--- config.mk ---
export PLATFORM = sky130hd
export DESIGN_NAME = fp_issue_buffer
export DESIGN_NICKNAME = d
export VERILOG_FILES = /design/src/rtl/fp_issue_pkg.sv /design/src/rtl/fp_scoreboard.sv /design/src/rtl/fp_issue_buffer.sv
export SDC_FILE = /design/constraint.sdc
export NUM_CORES = 1
export LEC_CHECK = 0
export ABC_AREA = 1
export BUFFER_PORTS_ARGS = -buffer_cell sky130_fd_sc_hd__buf_2
export CAP_MARGIN = 30
export CORE_MARGIN = 2
export CORE_UTILIZATION = 53
export CTS_CLUSTER_DIAMETER = 120
export CTS_CLUSTER_SIZE = 10
export DETAILED_ROUTE_END_ITERATION = 10
export PLACE_DENSITY = 0.74
export SYNTH_ARGS = -nofsm -noshare
export SYNTH_HDL_FRONTEND = slang
export SYNTH_SLANG_ARGS = --single-unit
--- constraint.sdc ---
create_clock -name clk_i -period 5.98 [get_ports clk_i]
set_clock_uncertainty 0.1 [all_clocks]
set_input_delay 0.299 -clock clk_i [delete_from_list [all_inputs] [get_ports clk_i]]
set_output_delay 0.299 -clock clk_i [all_outputs]
set_load 0.05 [all_outputs]
--- src/rtl/fp_issue_pkg.sv ---
// Shared RV32F decode constants for the FP issue buffer and its scoreboard.
// Opcode values, instruction field positions and source-usage helpers.
package fp_issue_pkg;

  localparam int REG_W     = 5;
  localparam int NUM_FREGS = 32;

  localparam logic [6:0] OP_FP  = 7'b1010011;
  localparam logic [6:0] FMADD  = 7'b1000011;
  localparam logic [6:0] FMSUB  = 7'b1000111;
  localparam logic [6:0] FNMSUB = 7'b1001011;
  localparam logic [6:0] FNMADD = 7'b1001111;

  localparam int OPC_LSB = 0;
  localparam int OPC_MSB = 6;
  localparam int RD_LSB  = 7;
  localparam int RD_MSB  = 11;
  localparam int RS1_LSB = 15;
  localparam int RS1_MSB = 19;
  localparam int RS2_LSB = 20;
  localparam int RS2_MSB = 24;
  localparam int RS3_LSB = 27;
  localparam int RS3_MSB = 31;

  function automatic logic uses_rs3(input logic [6:0] opcode);
    return (opcode == FMADD) || (opcode == FMSUB) ||
           (opcode == FNMSUB) || (opcode == FNMADD);
  endfunction

  // Only these opcodes participate in hazard checks and scoreboard updates.
  function automatic logic is_fp_class(input logic [6:0] opcode);
    return (opcode == OP_FP) || uses_rs3(opcode);
  endfunction

endpackage

--- src/rtl/fp_scoreboard.sv ---
// FP register scoreboard: pending bits set on issue, cleared on writeback; set beats clear.
// Hazard is combinational from rd/rs1/rs2/rs3; FP_ISSUE_WB_BYPASS_EN lets a same-cycle writeback unblock it.
// Pending updates are registered, so a new bit blocks dependents from the next cycle.
import fp_issue_pkg::*;

module fp_scoreboard (
  input  logic                 clk_i,
  input  logic                 rst_i,
  input  logic                 set_en,
  input  logic [REG_W-1:0]     set_rd,
  input  logic                 clr_en,
  input  logic [REG_W-1:0]     clr_rd,
  input  logic                 chk_en,
  input  logic                 chk_rs3,
  input  logic [REG_W-1:0]     rd,
  input  logic [REG_W-1:0]     rs1,
  input  logic [REG_W-1:0]     rs2,
  input  logic [REG_W-1:0]     rs3,
  output logic                 hazard,
  output logic [NUM_FREGS-1:0] pending
);

  logic [NUM_FREGS-1:0] set_mask;
  logic [NUM_FREGS-1:0] clr_mask;
  logic [NUM_FREGS-1:0] view;

  always_comb begin
    set_mask = '0;
    clr_mask = '0;
    if (set_en) set_mask[set_rd] = 1'b1;
    if (clr_en) clr_mask[clr_rd] = 1'b1;
  end

`ifdef FP_ISSUE_WB_BYPASS_EN
  assign view = pending & ~clr_mask;
`else
  assign view = pending;
`endif

  assign hazard = chk_en & (view[rs1] | view[rs2] | (chk_rs3 & view[rs3]) | view[rd]);

  // Set is applied after clear: the newly issued op owns the register.
  always_ff @(posedge clk_i or posedge rst_i) begin
    if (rst_i) pending <= '0;
    else       pending <= (pending & ~clr_mask) | set_mask;
  end

endmodule

--- src/rtl/fp_issue_buffer.sv ---
// RV32F issue FIFO releasing its head to the FPU only when the scoreboard shows no RAW/WAW hazard.
// Latency: a push is issuable no earlier than the next cycle; optional FP_ISSUE_WB_BYPASS_EN writeback bypass.
// Backpressure: instr_ready_o = !full (no pass-through when full); head waits for issue_ready_i.
import fp_issue_pkg::*;

module fp_issue_buffer #(
  parameter int DATAWIDTH = 32,
  parameter int DEPTH     = 4
) (
  input  logic                     clk_i,
  input  logic                     rst_i,
  input  logic                     instr_valid_i,
  input  logic [DATAWIDTH-1:0]     instr_i,
  output logic                     instr_ready_o,
  output logic                     issue_valid_o,
  output logic [DATAWIDTH-1:0]     issue_instr_o,
  input  logic                     issue_ready_i,
  input  logic                     wb_valid_i,
  input  logic [4:0]               wb_rd_i,
  input  logic                     flush_i,
  output logic [$clog2(DEPTH):0]   count_o,
  output logic [31:0]              pending_o,
  output logic                     stall_o
);

  localparam int PTR_W = $clog2(DEPTH);
  localparam int CNT_W = PTR_W + 1;

  logic [DATAWIDTH-1:0] mem [DEPTH];
  logic [PTR_W-1:0]     wr_ptr;
  logic [PTR_W-1:0]     rd_ptr;
  logic [CNT_W-1:0]     count;

  logic                 empty;
  logic                 full;
  logic                 push;
  logic                 pop;
  logic                 hazard;
  logic [DATAWIDTH-1:0] head;
  logic [6:0]           head_opc;
  logic                 head_fp;

  assign empty = (count == '0);
  assign full  = (count == CNT_W'(DEPTH));
  assign head  = mem[rd_ptr];

  assign head_opc = head[OPC_MSB:OPC_LSB];
  assign head_fp  = is_fp_class(head_opc);

  assign instr_ready_o = !full;
  assign issue_valid_o = !empty && !hazard;
  assign stall_o       = !empty && hazard;
  assign issue_instr_o = empty ? '0 : head;
  assign count_o       = count;

  assign push = instr_valid_i && instr_ready_o && !flush_i;
  assign pop  = issue_valid_o && issue_ready_i && !flush_i;

  fp_scoreboard u_scoreboard (
    .clk_i   (clk_i),
    .rst_i   (rst_i),
    .set_en  (pop && head_fp),
    .set_rd  (head[RD_MSB:RD_LSB]),
    .clr_en  (wb_valid_i),
    .clr_rd  (wb_rd_i),
    .chk_en  (head_fp),
    .chk_rs3 (uses_rs3(head_opc)),
    .rd      (head[RD_MSB:RD_LSB]),
    .rs1     (head[RS1_MSB:RS1_LSB]),
    .rs2     (head[RS2_MSB:RS2_LSB]),
    .rs3     (head[RS3_MSB:RS3_LSB]),
    .hazard  (hazard),
    .pending (pending_o)
  );

  always_ff @(posedge clk_i or posedge rst_i) begin
    if (rst_i) begin
      for (int i = 0; i < DEPTH; i++) mem[i] <= '0;
    end else if (push) begin
      mem[wr_ptr] <= instr_i;
    end
  end

  // Flush drops everything buffered; in-flight ops keep their pending bits.
  always_ff @(posedge clk_i or posedge rst_i) begin
    if (rst_i) begin
      wr_ptr <= '0;
      rd_ptr <= '0;
      count  <= '0;
    end else if (flush_i) begin
      wr_ptr <= '0;
      rd_ptr <= '0;
      count  <= '0;
    end else begin
      if (push) wr_ptr <= wr_ptr + PTR_W'(1);
      if (pop)  rd_ptr <= rd_ptr + PTR_W'(1);
      if (push && !pop)      count <= count + CNT_W'(1);
      else if (pop && !push) count <= count - CNT_W'(1);
    end
  end

endmodule

==> impl_metrics.py, run 1 <==
metrics = {
    "outcome": {
        "status": "finished, final reports clean",
    },
    "synthesis": {
        "syn_area_sq_mm": 0.009371,
        "synth_cell_type_count": 35,
        "avgSynthCellArea_sq_um": 7.455,
        "syn_nets": 1305,
        "synth_top_area_share": 0.4459,
        "ys_top_cells_by_area": "dfrtp_1, nand2_1, o21ai_0",
        "synth.largest_area_cell": "dfrtp_1",
        "seq_area_frac_synth": 0.4459,
        "synthCells": 1257,
        "yosys_warnings": 0,
        "ys_ff_latch": 167,
    },
    "drt": {
        "wirelength_mm": 26.73,
        "wl_met3_mm": 1.885,
        "num_vias": 8895,
        "dr.first_iter.drc_count": 783,
        "drc_errors": 0,
        "route.top_layer_used": "met4",
        "wl_met1_mm": 11.72,
        "dr_wl_met2_mm": 12.35,
        "wl_per_cell_um": 16.97,
        "antenna_left": 0,
        "first_pass_iters": 7,
        "vias_per_cell": 5.648,
    },
    "setup_path": {
        "crit_buf_inv": 1,
        "crit_path_max_fanout": 46,
        "end_kind": "flip-flop",
        "cp_cell_sequence": "inv_2, nand3_2, nand2_2, nand2_1, o21ai_0, nand2_1, nand3_1, nand3_1, nand2_1, nand2_1, nand3_1, nand3_2, a21oi_4, nand4_4, o21ai_0",
        "criticalPathCategory": "flip-flop to flip-flop",
        "required_ns": 6.20,
        "timing.rr.end": "u_scoreboard.pending[23]$_DFF_PP0_",
        "crit_arrival_ns": 4.39,
        "setup.worst_path.end": "u_scoreboard.pending[23]$_DFF_PP0_",
        "rrSetupSlack_ns": 1.81,
        "cp_slowest_stage_delay_ns": 0.69,
        "reg2regPathDepth": 15,
        "startpoint": "rd_ptr[1]$_DFFE_PP0P_",
        "slowest_stage": "inv_2",
        "cp.depth": 15,
        "worst_path_most_repeated_cell": "nand2_1",
        "r2r-start": "rd_ptr[1]$_DFFE_PP0P_",
        "start_kind": "flip-flop",
        "path_delay_family": "simple AND/OR/NAND/NOR gates",
    },
    "final_layout": {
        "fin_nets": 1385,
        "syn2layout_area_growth_pct": 13.08,
        "fin_util": 0.6127,
        "drive_gt1_frac": 0.1681,
        "filler_cell_count": 1612,
        "n_antenna_cell": 0,
        "final_common_cell": "nand2_1",
        "layout_common_cells": "nand2_1, o21ai_0, dfrtp_1, nand3_1, buf_2",
    },
    "clock_network": {
        "post_cts_buffers": 0,
        "clockRootBuffer": "clkbuf_16",
        "clock_sinks": 167,
        "cts_tree": "built",
        "cts-htree-levels": 4,
        "numCtsBuffers": 17,
        "clk_path_buf_depth": 2,
        "clk_pin_slew_worst_paths_ns": 0.06,
        "clk_latency_ns": 0.43,
        "postCtsHoldBufs": 0,
        "cts_resized": 0,
    },
    "floorplanning": {
        "dieArea_sq_mm": 0.01876,
        "std_cell_rows": 48,
        "chipHeight_um": 137.0,
        "initial_core_util": 0.5418,
        "die_w_um": 137.0,
        "io_pins": 113,
        "core_area_sq_mm": 0.01730,
    },
    "sta": {
        "fin_crit_sh": 0.6977,
        "finalSetupTns_ns": 0,
        "tightest_slew_ns": 0.9507,
        "worst_slack_ns": 1.808,
        "rsz0062_at_grt": "no",
        "hold_ws_ns": 0.06529,
        "relSlewSlack": 0.3653,
        "slew_violations": 0,
        "period_minus_slack_ns": 4.172,
        "clock.fmax_mhz": 239.7,
        "setup_viol": 0,
        "hold_violations": 0,
    },
    "placement": {
        "dp_hpwl_mm": 17.90,
        "dp_slack_ns": 1.877,
        "gp_congestion": 0.9217,
        "io_buffers": 112,
    },
    "global_routing": {
        "grt_pass1_vias": 8296,
        "grt_start_max_net_pins": 107,
        "antenna_found_initial": 0,
        "grt_pass1_wl_mm": 43.24,
        "grt.overflow.total": 0,
        "grt_use_total": 0.2950,
    },
    "hold_path": {
        "hold_start": "flush_i",
        "hold_path_class": "input port to flip-flop",
    },
    "power": {
        "p_leak_nw": 5.217,
        "powerDensity_mw_per_mm2": 555.1,
        "vdd_drop_max_mv": 0.4396,
    },
    "job": {
        "drv_cap": 0,
    },
}
-- worst min-delay path by stage --
| stage | to | slack (ns) | cells past startpoint |
|---|---|---|---|
| 2_1_floorplan | mem[114]$_DFFE_PP0P_ | 0.35 | 2 |
| 6_report | count_o[2]$_DFFE_PP0P_ | 0.07 | 4 |
| 3_5_place_dp | mem[82]$_DFFE_PP0P_ | 0.37 | 2 |
| 5_1_grt | count_o[2]$_DFFE_PP0P_ | 0.07 | 4 |
| 4_1_cts | mem[48]$_DFFE_PP0P_ | 0.03 | 2 |
| 3_3_place_gp | mem[18]$_DFFE_PP0P_ | 0.36 | 2 |
-- layer usage --
layer / global-route usage / vias to the layer above
met3: 0.05111 / 67
met2: 0.4569 / 376
met1: 0.4130 / 4164
li1: - / 4288
met5: 0 / -
met4: 0.1157 / 0
-- final cells by class --
class	count	area, sq um	area share
multi-input cells	932	4479	0.4227
flip-flops and latches	167	4180	0.3944
repair buffers	123	715.7	0.06753
clock buffers	22	454.2	0.04286
inverters	96	365.4	0.03447
well taps	225	281.5	0.02656
clock inverters	10	121.4	0.01145
-- power breakdown --
part / internal (mW) / switching, mW / leakage, nW
sequential: 1.54 / 0.257 / 2.18
clock: 0.630 / 0.464 / 0.273
combinational: 0.810 / 2.18 / 2.76
total: 2.98 / 2.91 / 5.22
-- per-stage QoR --
| stage | area (sq um) | std cells | total power [mW] |
|---|---|---|---|
| after detailed placement | 9985 | 1541 | 4.762 |
| after global placement | 9905 | 1537 | 4.686 |
| after global routing | 10600 | 1575 | 6.300 |
| after CTS | 10560 | 1573 | 5.866 |
| after floorplan | 9371 | 1257 | 4.110 |
| final | 10600 | 1575 | 5.883 |
-- cell usage after synthesis, drive strengths merged --
master / instances
and2: 2
o211ai: 4
o22ai: 1
ha: 4
or2: 6
a32oi: 6
o21ai: 220
nand3: 172
clkinv: 1
buf: 33
nor2: 80
nand3b: 9
inv: 95
a32o: 5
clkbuf: 29
fa: 1
nand2: 398
a21oi: 23
dfrtp: 167
nand4: 1
-- worst min-delay path, stage by stage --
cell     delay (ns)
buf_2          0.11
a21oi_1        0.04
nand3_1        0.06
nand2_1        0.04
-- logic make-up (layout without fill, tap and decap cells) --
logic type,count (synthesis),count (layout),synth area share
compound gates,259,259,0.1591
flops,167,167,0.4459
buf+inv,158,251,0.07717
simple gates,668,668,0.3103
fa+ha+maj,5,5,0.007477
-- sequential cells by signal, summed over array words and instances (netlist names) --
name	cells
mem	128
u_scoreboard.pending	32
rd_ptr	2
count_o	3
wr_ptr	2
No activity file was read; power rests on OpenSTA's default activity.
==> inputs of run 2 (changes only) <==
==> constraint.sdc (replaced) <==
create_clock -name clk_i -period 3.9 [get_ports clk_i]
set_clock_uncertainty 0.1 [all_clocks]
set_input_delay 0.195 -clock clk_i [delete_from_list [all_inputs] [get_ports clk_i]]
set_output_delay 0.195 -clock clk_i [all_outputs]
set_load 0.05 [all_outputs]
==> run 2 against run 1 <==
  * First-iteration DRC count shrank 13%
  * Sequential power grew 53%
  * Worst setup slack lost 1.3 ns
  * Via count grew 0.78%
  * Non-clock buffer count grew 36
  * Register-to-register slack lost 1.3 ns
  * Die area is the same
  * Final area grew 3.1%
  * Power grew 54%
  * Routed wire length shrank 0.96%
  * Critical path type is now flip-flop to primary output
  * Critical endpoint is now stall_o
==> impl_metrics.py, run 2 (synthesis gave the netlist of run 1 again) <==
metrics = {
    "final_layout": {
        "fin_nets": 1421,
        "n_antenna_cell": 0,
        "layout_common_cells": "nand2_1, o21ai_0, dfrtp_1, nand3_1, buf_2",
        "drive_gt1_frac": 0.1692,
        "syn2layout_area_growth_pct": 16.54,
        "multiInputGateArea_sq_mm": 0.004484,
        "seq_area_sq_mm": 0.004180,
        "filler_cell_count": 1568,
        "regMostFlops": "mem",
        "largest_register_ffs": 128,
        "stdcell_area_sq_mm": 0.01092,
        "final_common_cell": "nand2_1",
    },
    "drt": {
        "vias_per_cell": 5.575,
        "dr.first_iter.drc_count": 684,
        "first_pass_iters": 8,
        "wl_met1_mm": 11.80,
        "wirelength_mm": 26.47,
        "wl_per_cell_um": 16.46,
        "route.top_layer_used": "met4",
        "dr_wl_met2_mm": 12.25,
        "drc_errors": 0,
        "wl_met3_mm": 1.523,
        "num_vias": 8964,
        "antenna_left": 0,
    },
    "power": {
        "p_comb_frac": 0.513,
        "powerDensity_mw_per_mm2": 831.5,
        "p_seq_frac": 0.300,
        "p_int_mw": 4.674,
        "sw_frac_of_total": 0.4853,
        "vdd_drop_max_mv": 0.6452,
        "switchingPower_mw": 4.407,
        "power.total_mw": 9.081,
        "p_leak_nw": 5.360,
        "clkPwrFrac": 0.187,
    },
    "clock_network": {
        "clk_latency_ns": 0.42,
        "clk_path_buf_depth": 2,
        "cts_tree": "built",
        "clockRootBuffer": "clkbuf_16",
        "cts-htree-levels": 4,
        "clock_sinks": 167,
        "clk_pin_slew_worst_paths_ns": 0.06,
        "numCtsBuffers": 17,
    },
    "setup_path": {
        "start_kind": "flip-flop",
        "end_kind": "primary output",
        "criticalPathCategory": "flip-flop to primary output",
        "crit_path_max_fanout": 35,
        "required_ns": 3.61,
        "crit_arrival_ns": 3.15,
    },
    "global_routing": {
        "grt_pass1_vias": 8338,
        "antenna_found_initial": 0,
        "grt.overflow.total": 0,
        "grt_pass1_wl_mm": 41.98,
        "grt_use_total": 0.2868,
        "grt_start_max_net_pins": 66,
    },
    "sta": {
        "period_minus_slack_ns": 3.441,
        "tightest_slew_ns": 0.9399,
        "relSlewSlack": 0.3695,
        "rsz0062_at_grt": "no",
        "fin_crit_sh": 0.8822,
        "finalSetupTns_ns": 0,
        "hold_violations": 0,
        "slew_violations": 0,
        "clock.fmax_mhz": 290.6,
        "setup_viol": 0,
        "worst_slack_ns": 0.4594,
    },
    "placement": {
        "io_buffers": 112,
        "gp_congestion": 0.9341,
        "dp_hpwl_mm": 17.94,
        "place_area_sq_mm": 0.01004,
        "dp_slack_ns": 0.3665,
    },
    "floorplanning": {
        "core_area_sq_mm": 0.01730,
        "chipHeight_um": 137.0,
        "std_cell_rows": 48,
        "die_w_um": 137.0,
        "io_pins": 113,
        "initial_core_util": 0.5418,
        "dieArea_sq_mm": 0.01876,
    },
    "outcome": {
        "status": "finished, final reports clean",
    },
    "hold_path": {
        "hold_path_class": "input port to flip-flop",
    },
    "job": {
        "drv_cap": 0,
    },
}
[run 2: cell count changes in the layout (fill, tap and decap cells not counted), moves of 2 or more]
cell,previous run,this run
inv_6,2,0
buf_4,5,15
clkbuf_1,4,2
dlygate4sd3_1,1,29
[run 2: layout make-up]
class                   count  share of cell area
well taps                 225             0.02578
clock inverters             8             0.01146
inverters                  96             0.03357
clock buffers              21             0.04216
repair buffers            159             0.09371
flip-flops and latches    167              0.3827
multi-input cells         932              0.4106
[run 2: routing by layer]
layer	GRT usage	vias to the layer above
met2	0.4555	357
met3	0.04000	71
met5	0	-
li1	-	4354
met1	0.3915	4182
met4	0.1283	0
[run 2: timing repair]
| action | 4_1_cts | 5_1_grt |
|---|---|---|
| setup endpoints to repair | 0 | 1 |
| hold endpoints to repair | 103 | 0 |
| hold buffers | 29 | 0 |
| buffers inserted | 0 | 0 |
| gates resized for setup | 0 | 3 |
[run 2: metrics by stage]
stage / instances / utilization / hold slack, ns
floorplan: 1257 / - / 0.2499
CTS: 1608 / 0.6310 / 0.002083
detailed placement: 1550 / 0.5804 / 0.1606
global route: 1608 / 0.6314 / 0.02036
finish: 1608 / 0.6314 / 0.002648
global placement: 1549 / 0.5792 / 0.3587
[run 2: path summary, 6_finish.rpt]
| kind | start | endpoint | slack [ns] | depth (start not counted) |
|---|---|---|---|---|
| hold / removal | instr_i[30] | mem[126]$_DFFE_PP0P_ | 0.003 | 3 |
| max in group asynchronous | rst_i | u_scoreboard.pending[3]$_DFF_PP0_ | 2.65 | 4 |
| min in group asynchronous | rst_i | mem[14]$_DFFE_PP0P_ | 0.25 | 3 |
| setup reg to reg | rd_ptr[0]$_DFFE_PP0P_ | count_o[2]$_DFFE_PP0P_ | 0.49 | 22 |
| setup / recovery | rd_ptr[0]$_DFFE_PP0P_ | stall_o | 0.46 | 16 |
| hold reg to reg | mem[114]$_DFFE_PP0P_ | mem[114]$_DFFE_PP0P_ | 0.37 | 2 |
[run 2: power groups by stage]
stage / Sequential (mW) / Combinational (mW) / Clock (mW)
after floorplan: 2.75 / 3.55 / 0
after global placement: 2.72 / 4.51 / 0
after detailed placement: 2.74 / 4.58 / 0
after CTS: 2.72 / 4.62 / 1.72
after global routing: 2.79 / 5.10 / 1.80
final: 2.73 / 4.66 / 1.70
[run 2: worst max-delay path, cell delays in order, from the launching register on]
cell	delay, ns
dfrtp_2	0.44
inv_4	0.29
buf_4	0.25
buf_4	0.19
nand2_1	0.06
nand3_1	0.06
nand2_1	0.19
inv_1	0.20
nand3_1	0.09
nand3_1	0.09
nand2_1	0.06
nand2_1	0.05
nand3_1	0.10
nand3_2	0.13
nand2_2	0.07
nor2_1	0.12
buf_2	0.31
